File: src/rtl/seg7_scan_ctrl_if.sv
// Bundle between the digit value source and the 7-segment scan controller.
// The source drives the digit values and scan enable; the controller returns decoder/pin drives.
interface seg7_scan_ctrl_if #(
  parameter int NUM_DIGITS = 4
) ();
  logic                    en;
  logic [4*NUM_DIGITS-1:0] digits_in;
  logic                    lzb_en;
  logic [3:0]              bcd_out;
  logic [NUM_DIGITS-1:0]   digit_en;
  logic                    frame_done;

  modport master (
    output en, digits_in, lzb_en,
    input  bcd_out, digit_en, frame_done
  );

  modport slave (
    input  en, digits_in, lzb_en,
    output bcd_out, digit_en, frame_done
  );
endinterface

File: src/rtl/seg7_scan_ctrl.sv
// Time-multiplexed scan of NUM_DIGITS digits through one shared BCD decoder,
// with an all-off gap between digits, per-frame input snapshot and leading-zero blanking.
module seg7_scan_ctrl #(
  parameter int NUM_DIGITS = 4,
  parameter int DIV        = 50000,
  parameter int BLANK_CYC  = 16
) (
  input logic             clk,
  input logic             rst_n,
  seg7_scan_ctrl_if.slave bus
);

  localparam int CNT_MAX = (DIV > BLANK_CYC) ? DIV : BLANK_CYC;
  localparam int CW      = (CNT_MAX > 1) ? $clog2(CNT_MAX) : 1;
  localparam int IW      = (NUM_DIGITS > 1) ? $clog2(NUM_DIGITS) : 1;

  localparam logic [CW-1:0] DIV_LAST   = CW'(DIV - 1);
  localparam logic [CW-1:0] BLANK_LAST = CW'((BLANK_CYC > 0) ? (BLANK_CYC - 1) : 0);
  localparam logic [IW-1:0] IDX_LAST   = IW'(NUM_DIGITS - 1);

  typedef enum logic [1:0] {
    ST_IDLE  = 2'd0,
    ST_SHOW  = 2'd1,
    ST_BLANK = 2'd2
  } state_t;

  state_t                  state_r, state_s;
  logic [IW-1:0]           idx_r, idx_s;
  logic [CW-1:0]           cnt_r, cnt_s;
  logic [4*NUM_DIGITS-1:0] snap_r, snap_s;
  logic                    snap_lzb_r, snap_lzb_s;
  logic                    advance_s;
  logic                    wrap_s;
  logic [NUM_DIGITS-1:0]   mask_s;
  logic [3:0]              bcd_r, bcd_s;
  logic [NUM_DIGITS-1:0]   digit_en_r, digit_en_s;
  logic                    frame_done_r;

  // Digit i>0 is blanked when it and every more significant nibble are zero.
  function automatic logic [NUM_DIGITS-1:0] lzb_mask(
    input logic [4*NUM_DIGITS-1:0] d,
    input logic                    lz
  );
    logic zero_run;
    zero_run = 1'b1;
    lzb_mask = '0;
    for (int i = NUM_DIGITS - 1; i > 0; i--) begin
      zero_run    = zero_run & (d[4*i +: 4] == 4'h0);
      lzb_mask[i] = lz & zero_run;
    end
  endfunction

  // Next-state logic: slot counters, digit index and snapshot reload at frame wrap.
  always_comb begin
    state_s    = state_r;
    idx_s      = idx_r;
    cnt_s      = cnt_r;
    snap_s     = snap_r;
    snap_lzb_s = snap_lzb_r;
    advance_s  = 1'b0;
    wrap_s     = 1'b0;
    if (!bus.en) begin
      state_s = ST_IDLE;
      idx_s   = '0;
      cnt_s   = '0;
    end else begin
      case (state_r)
        ST_IDLE: begin
          state_s    = ST_SHOW;
          idx_s      = '0;
          cnt_s      = '0;
          snap_s     = bus.digits_in;
          snap_lzb_s = bus.lzb_en;
        end
        ST_SHOW: begin
          if (cnt_r == DIV_LAST) begin
            cnt_s = '0;
            if (BLANK_CYC > 0) begin
              state_s = ST_BLANK;
            end else begin
              advance_s = 1'b1;
            end
          end else begin
            cnt_s = cnt_r + 1'b1;
          end
        end
        ST_BLANK: begin
          if (cnt_r == BLANK_LAST) begin
            cnt_s     = '0;
            advance_s = 1'b1;
          end else begin
            cnt_s = cnt_r + 1'b1;
          end
        end
        default: begin
          state_s = ST_IDLE;
          idx_s   = '0;
          cnt_s   = '0;
        end
      endcase
      // Leaving the last digit wraps the frame and takes a fresh snapshot.
      if (advance_s) begin
        state_s = ST_SHOW;
        if (idx_r != IDX_LAST) begin
          idx_s = idx_r + 1'b1;
        end else begin
          idx_s      = '0;
          snap_s     = bus.digits_in;
          snap_lzb_s = bus.lzb_en;
          wrap_s     = 1'b1;
        end
      end else begin
        wrap_s = 1'b0;
      end
    end
  end

  // Output decode from next state so the pins come straight from flops.
  always_comb begin
    mask_s     = lzb_mask(snap_s, snap_lzb_s);
    bcd_s      = 4'hF;
    digit_en_s = '0;
    if (state_s == ST_SHOW) begin
      for (int i = 0; i < NUM_DIGITS; i++) begin
        if (idx_s == IW'(i)) begin
          digit_en_s[i] = 1'b1;
          bcd_s         = mask_s[i] ? 4'hF : snap_s[4*i +: 4];
        end else begin
          digit_en_s[i] = 1'b0;
        end
      end
    end else begin
      bcd_s      = 4'hF;
      digit_en_s = '0;
    end
  end

  // State, snapshot and registered output flops.
  always_ff @(posedge clk or negedge rst_n) begin
    if (!rst_n) begin
      state_r      <= ST_IDLE;
      idx_r        <= '0;
      cnt_r        <= '0;
      snap_r       <= '0;
      snap_lzb_r   <= 1'b0;
      bcd_r        <= 4'hF;
      digit_en_r   <= '0;
      frame_done_r <= 1'b0;
    end else begin
      state_r      <= state_s;
      idx_r        <= idx_s;
      cnt_r        <= cnt_s;
      snap_r       <= snap_s;
      snap_lzb_r   <= snap_lzb_s;
      bcd_r        <= bcd_s;
      digit_en_r   <= digit_en_s;
      frame_done_r <= wrap_s;
    end
  end

  assign bus.bcd_out    = bcd_r;
  assign bus.digit_en   = digit_en_r;
  assign bus.frame_done = frame_done_r;

endmodule

File: src/flat_wrapper.sv
// flat-port wrapper written by rule: the top's interface ports become plain ports
module seg7_scan_ctrl_flat 
#(
  parameter int NUM_DIGITS = 4,
  parameter int DIV        = 50000,
  parameter int BLANK_CYC  = 16
)
  (clk, rst_n, bus_en, bus_digits_in, bus_lzb_en, bus_bcd_out, bus_digit_en, bus_frame_done);
  seg7_scan_ctrl_if #(.NUM_DIGITS(NUM_DIGITS)) bus_i ();
  input logic clk;
  input logic rst_n;
  input wire logic [$bits(bus_i.en)-1:0] bus_en;
  input wire logic [$bits(bus_i.digits_in)-1:0] bus_digits_in;
  input wire logic [$bits(bus_i.lzb_en)-1:0] bus_lzb_en;
  output wire logic [$bits(bus_i.bcd_out)-1:0] bus_bcd_out;
  output wire logic [$bits(bus_i.digit_en)-1:0] bus_digit_en;
  output wire logic [$bits(bus_i.frame_done)-1:0] bus_frame_done;
  assign bus_i.en = bus_en;
  assign bus_i.digits_in = bus_digits_in;
  assign bus_i.lzb_en = bus_lzb_en;
  assign bus_bcd_out = bus_i.bcd_out;
  assign bus_digit_en = bus_i.digit_en;
  assign bus_frame_done = bus_i.frame_done;
  seg7_scan_ctrl #(.NUM_DIGITS(NUM_DIGITS), .DIV(DIV), .BLANK_CYC(BLANK_CYC)) u_core (.clk(clk), .rst_n(rst_n), .bus(bus_i));
endmodule
File: config.mk
export PLATFORM = sky130hd
export DESIGN_NAME = seg7_scan_ctrl_flat
export DESIGN_NICKNAME = d
export VERILOG_FILES = /design/src/rtl/seg7_scan_ctrl_if.sv /design/src/rtl/seg7_scan_ctrl.sv /design/src/flat_wrapper.sv
export SDC_FILE = /design/constraint.sdc
export NUM_CORES = 1
export LEC_CHECK = 0
export BUFFER_PORTS_ARGS = -buffer_cell sky130_fd_sc_hd__buf_2
export CORE_AREA = 2 2 75 113
export DETAILED_ROUTE_END_ITERATION = 12
export DIE_AREA = 0 0 77 115
export GPL_ROUTABILITY_DRIVEN = 0
export GPL_TIMING_DRIVEN = 0
export SYNTH_ARGS = -nofsm -noshare
export SYNTH_HDL_FRONTEND = slang
export SYNTH_SLANG_ARGS = --single-unit
export TNS_END_PERCENT = 5
File: constraint.sdc
create_clock -name clk -period 5.12 [get_ports clk]
set_input_delay 0 -clock clk [delete_from_list [all_inputs] [get_ports clk]]
set_output_delay 0 -clock clk [all_outputs]
set_load 0.005 [all_outputs]
=== Yosys cells after proc, flatten, opt, wreduce, memory -nomap -nowiden ===
Cells that the tools add are included.

* $add $sub $neg: 2
* Equal/unequal tests: 9
* Multiplexer cells: 39
* Bitwise gates (word level): 5
* Reductions and logical operators: 6

{| class="wikitable"
|+ Operators with widths
! operator !! count
|-
| $mux 16 || 7
|-
| $mux 4 || 9
|-
| $pmux 16 s2 || 1
|-
| $add 16x1->16 const B || 1
|-
| $eq 16x16->1 const B || 1
|-
| $eq 16x4->1 const B || 1
|-
| $mux 1 || 14
|-
| $mux 2 || 7
|-
| $logic_not 4->1 || 3
|-
| $eq 2x1->1 const B || 3
|-
| $eq 2x2->1 const B || 3
|-
| $pmux 2 s3 || 1
|-
| $and 1x1->1 || 5
|-
| $logic_not 2->1 || 2
|-
| $add 2x1->2 const B || 1
|-
| $ne 2x2->1 const B || 1
|-
| $reduce_or 2->1 || 1
|}

* Register bits after elaboration: 46
* Input bits: 20
* Output and inout port bits: 9
* Logic and storage cells: 69

=== Longest topological paths before layout ===
* Depth in word-level cells: 15
* Depth in mapped cells: 10

=== Least setup slack after synthesis ===
No wires, ideal clock.

* Path kind: register -> register
* From: register u_core.cnt_r[0]
* To: register u_core.bcd_r[0] (netlist: u_core.bus.bcd_out[0])
* Setup time: 0.090 ns
* Arrival: 2.215 ns
* Data required time: 5.030 ns
* Path slack: 2.815 ns
* Stages on the path, launching flop included: 11
* Buffers on the path: 2
* Cell sequence: dfrtp_1 ha_1 and3_1 clkbuf_1 and3_2 a22oi_2 buf_6 mux2_2 mux2_2 o32ai_1 a2bb2oi_1

* Longest elaborated chain between the ends: 15
* Elaborated cells on any way between the ends: 36
* Those cells by class: eq/ne (6); mux (21); bitwise (5); reduce/logical (4)

{| class="wikitable"
|+ RTL lines
! element !! RTL line !! text
|-
| from (decl) || seg7_scan_ctrl.sv:29 || <nowiki>logic [CW-1:0] cnt_r, cnt_s;</nowiki>
|-
| from (signal assigned) || seg7_scan_ctrl.sv:152 || <nowiki>cnt_r <= cnt_s;</nowiki>
|-
| $eq 16x4->1 (*) || seg7_scan_ctrl.sv:88 || <nowiki>if (cnt_r == BLANK_LAST) begin</nowiki>
|-
| $mux 1 (*) || seg7_scan_ctrl.sv:88 ||
|-
| $mux 1 (*) || -- ||
|-
| $mux 1 (*) || seg7_scan_ctrl.sv:62 || <nowiki>if (!bus.en) begin</nowiki>
|-
| $mux 16 (*) || seg7_scan_ctrl.sv:102 || <nowiki>if (advance_s) begin</nowiki>
|-
| $mux 16 (*) || seg7_scan_ctrl.sv:62 ||
|-
| via u_core.snap_s[8] || seg7_scan_ctrl.sv:30 || <nowiki>logic [4*NUM_DIGITS-1:0] snap_r, snap_s;</nowiki>
|-
| $logic_not 4->1 || seg7_scan_ctrl.sv:48 || <nowiki>zero_run = zero_run & (d[4*i +: 4] == 4'h0);</nowiki>
|-
| $and 1x1->1 (2 in series) || seg7_scan_ctrl.sv:48 ||
|-
| $and 1x1->1 || seg7_scan_ctrl.sv:49 || <nowiki>lzb_mask[i] = lz & zero_run;</nowiki>
|-
| $mux 4 || seg7_scan_ctrl.sv:127 || <nowiki>bcd_s = mask_s[i] ? 4'hF : snap_s[4*i +: 4];</nowiki>
|-
| $mux 4 || seg7_scan_ctrl.sv:125 || <nowiki>if (idx_s == IW'(i)) begin</nowiki>
|-
| $mux 4 (*) (2 in series) || seg7_scan_ctrl.sv:125 ||
|-
| $mux 4 (*) || seg7_scan_ctrl.sv:123 || <nowiki>if (state_s == ST_SHOW) begin</nowiki>
|-
| via u_core.bcd_s[0] || seg7_scan_ctrl.sv:35 || <nowiki>logic [3:0] bcd_r, bcd_s;</nowiki>
|-
| to (signal assigned) || seg7_scan_ctrl.sv:155 || <nowiki>bcd_r <= bcd_s;</nowiki>
|-
| to (decl) || seg7_scan_ctrl.sv:35 ||
|}

Mark *: on every way through the listed nets, which the timed path passes. The rest lies on a longest branch. The select of a mux whose other input is x is not followed.

=== Worst setup path in the final report ===
* From: register u_core.cnt_r[0]
* To: register u_core.bcd_r[1] (netlist: u_core.bus.bcd_out[1])

* Elaborated cells on any way between the ends: 36
* Those cells by class: eq/ne (6); mux (21); bitwise (5); reduce/logical (4)

{| class="wikitable"
|+ RTL lines
! element !! RTL line
|-
| $eq 16x4->1 (*) || seg7_scan_ctrl.sv:88
|-
| $mux 1 (*) || seg7_scan_ctrl.sv:88
|-
| $mux 1 (*) || --
|-
| $mux 1 (*) || seg7_scan_ctrl.sv:62
|-
| $mux 16 (*) || seg7_scan_ctrl.sv:102
|-
| $mux 16 (*) || seg7_scan_ctrl.sv:62
|-
| via u_core.snap_s[5] || seg7_scan_ctrl.sv:30
|-
| $logic_not 4->1 || seg7_scan_ctrl.sv:48
|-
| $and 1x1->1 || seg7_scan_ctrl.sv:48
|-
| $and 1x1->1 || seg7_scan_ctrl.sv:49
|-
| $mux 4 (*) || seg7_scan_ctrl.sv:127
|-
| $mux 4 (*) (3 in series) || seg7_scan_ctrl.sv:125
|-
| $mux 4 (*) || seg7_scan_ctrl.sv:123
|-
| via u_core.bcd_s[1] || seg7_scan_ctrl.sv:35
|}

Marked as above.

==> metrics.md <==
| Metric | Value |
|---|---|
| DIE AREA | `8855 um^2` |
| Die width | `77 um` |
| Yosys Warn Count | `0` |
| Ys flop type | `dfrtp_1` |
| Final Cell Area | `2893 um^2` |
| Share of the synthesized area in the top cell type | `45.50%` |
| Critical Path, Cell by Cell | `ha_1 > and3_1 > clkbuf_1 > and3_2 > a22oi_2 > buf_2 > mux2_2 > o32ai_1 > a2bb2oi_1` |
| Fmax | `0.3780 GHz` |
| Grt met1 use | `12.94%` |
| Net Count, Synth | `233` |
| GRT overflow | `0` |
| Core Area | `7908 um^2` |
| Worst path required time | `5320 ps` |
| # rows | `40` |
| Chip Height | `115 um` |
| Seq/Total Area, Yosys | `50.05%` |
| Share of layout cells above drive strength 1 | `27.03%` |
| CTS tree | `built` |
| Gr usage total | `12.45%` |
| CP max stage delay | `390 ps` |
| Worst-Skew Late Latency | `290 ps` |
| CTS Root Cell | `clkbuf_16` |
| Post-route setup TNS | `0 ps` |
| Post-Route Skew | `6.551 ps` |
| Drt pass-1 iters | `4` |
| Remaining antenna violation count | `0` |
| CTS Buf Count | `5` |
| Cells after Synth | `207` |
| Hpwl dp | `3708 um` |
| Static Leakage | `1.262 nW` |
| Initial antenna violation count | `0` |
| Rel. slew slack | `31.90%` |
| Number of synthesized flops with an enable pin | `0` |
| Endpoints failing hold | `0` |
| Sink Count | `46` |
| Count leader, synth | `dfrtp_1` |
| Average routed wire per standard cell | `13.83 um` |
| Cell variety after synth | `44` |
| Area leader, netlist | `dfrtp_1` |
| GRT busiest layer | `met2` |
| Final Cycle Share | `51.66%` |
| Met3 Usage GRT | `2.590%` |
| Final setup viols | `0` |
| CTS Buffer Depth | `2` |
| Fin crit period | `2645 ps` |
| Port Buffers | `27` |
| Synth area leaders | `dfrtp_1 46%, mux2_2 7.8%, dfstp_2 4.6%` |
| Synth top cells by count | `42 x dfrtp_1, 24 x nor2_1, 16 x mux2_2, 13 x nand3_1, 12 x nand2_1` |
| Pin count of the biggest net entering global routing | `47` |
| Critical Path AT | `2840 ps` |
| Synthesized flop and latch total | `46` |
| Status | `complete, no violations` |
| Via density | `4.802` |
| Worst Max-Slew Pin Slew | `1021 ps` |
| Asr flop ratio synth | `100.0%` |
| DRC errors left | `0` |
| Slowest CP cell | `dfrtp_1` |
| Maximum vdd ir drop | `0.0001213 V` |
| Hold crit path type | `input port to flop` |
| # IOs | `29` |
| Via count | `1748` |
| Post-Route WL | `5035 um` |
| Slew Viols, Final | `0` |
| M2 GR Usage | `23.98%` |
| Antenna diodes | `0` |
| First-pass GRT wire length | `8625 um` |
| Iteration-0 DRC Markers | `69` |
| Clk slew on worst S/H paths | `60 ps` |
| Vias in the first global route | `1866` |
| Nets | `284` |
| CP Class | `flop to flop` |
| RSZ-0062 raised after global routing | `no` |
| Placement Cell Area | `2576 um^2` |
| Syn_area_per_cell | `11.16 um^2` |
| P per Cell Area | `281.3 nW/um^2` |
| Synth-to-Final Area Change | `25.24%` |
| Post-CTS sizing | `0` |
| Post-Syn Area | `2310 um^2` |
| CP Launch Type | `flop` |
| Number of max-cap violations | `0` |
| CTS H-tree depth | `2` |
| Critical path endpoint category | `flop` |
| Initial core utilization | `29.21%` |
| Crit-path max FO | `10` |
layout make-up:
| class | count | area [um^2] |
|---|---|---|
| fill | 845 | 5015 |
| sequential | 46 | 1156 |
| multi-input combinational | 149 | 1095 |
| timing repair buffer | 44 | 305.3 |
| tap | 105 | 131.4 |
| clock buffer | 5 | 125.1 |
| buffer | 6 | 36.28 |
| inverter | 6 | 22.52 |
| clock inverter | 3 | 21.27 |
per-stage QoR:
step	hold WS, ps	setup slack, ps	cells	power (W)	utilization, %
6_report	4.260	2475	364	0.0008137	36.58
3_3_place_gp	224.6	2501	339	0.0004984	32.58
5_1_grt	7.827	2243	364	0.0008563	36.58
4_1_cts	7.378	2455	364	0.0008290	36.58
2_1_floorplan	-295.6	2815	207	0.0004643	-
3_5_place_dp	238.1	2471	339	0.0005001	32.58
per-layer routing:
| layer | part of all wire, % | wire [um] | vias to the layer above |
|---|---|---|---|
| li1 | - | - | 840 |
| met1 | 38 | 1917 | 871 |
| met2 | 56 | 2843 | 26 |
| met3 | 3.3 | 165 | 11 |
| met4 | 2.2 | 109 | 0 |
| met5 | 0 | 0 | - |
cell families after synthesis:
| family | after synthesis | share of synthesized area, % |
|---|---|---|
| AND/OR/NAND/NOR | 82 | 18.69 |
| flip-flops | 46 | 50.05 |
| multiplexers | 26 | 13.11 |
| AO/OA/AOI/OAI | 21 | 7.042 |
| XOR/XNOR | 14 | 5.309 |
| buffers and inverters | 12 | 2.546 |
| adder cells (fa/ha/maj) | 6 | 3.250 |
worst max-delay path, delay by kind of cell, from the launching register on:
kind	cells	cell delay, ps
adder cells (fa/ha/maj)	1	220
multiplexers	1	380
buffers and inverters	2	450
flip-flops	1	390
AND/OR/NAND/NOR	2	430
AO/OA/AOI/OAI	3	680
registers in the layout (all words and copies together), names as in the netlist:
register and flops:
u_core.bus.bcd_out 4, u_core.bus.digit_en 4, u_core.bus.frame_done 1, u_core.cnt_r 16
u_core.idx_r 2, u_core.snap_lzb_r 1, u_core.snap_r 16, u_core.state_r 2
cell usage in the layout (no fill, tap or decap), types with 3 or more instances in the layout:
cell type / n
and3_1: 8
inv_1: 6
buf_2: 29
mux2i_1: 4
dlygate4sd3_1: 17
ha_1: 6
nand3b_1: 3
nand3_1: 13
dfstp_2: 4
o21ai_0: 3
nor4_1: 8
mux2_2: 16
xor2_1: 7
xnor2_1: 7
dfrtp_1: 42
nor2_1: 24
nor3_1: 3
a2bb2oi_1: 4
o32ai_1: 3
nand2_1: 12
mux2_4: 4
clkbuf_16: 5
worst paths after layout:
check,start,to,slack (ps),cells past startpoint
worst min register to register,u_core.cnt_r[0]$_DFF_PN0_,u_core.cnt_r[0]$_DFF_PN0_,460,1
worst min-delay path,bus_digits_in[15],u_core.snap_r[15]$_DFF_PN0_,4,2
worst max-delay path,u_core.cnt_r[0]$_DFF_PN0_,u_core.bus.bcd_out[1]$_DFF_PN1_,2470,9
worst max register to register,u_core.cnt_r[0]$_DFF_PN0_,u_core.bus.bcd_out[1]$_DFF_PN1_,2470,9
max in group asynchronous,rst_n,u_core.cnt_r[5]$_DFF_PN0_,4060,2
min in group asynchronous,rst_n,u_core.cnt_r[14]$_DFF_PN0_,420,2
power breakdown:
group	switching (W)	leakage, nW	internal, W
Combinational	0.0000457	0.605	0.0000541
Sequential	0.0000114	0.587	0.000391
Clock	0.000131	0.0698	0.000180
repair_timing:
action,4_1_cts,5_1_grt
endpoints found under the hold margin,58,0
buffers inserted,0,0
hold buffers,17,0
Note: power is estimated with default switching activity, not from simulation.
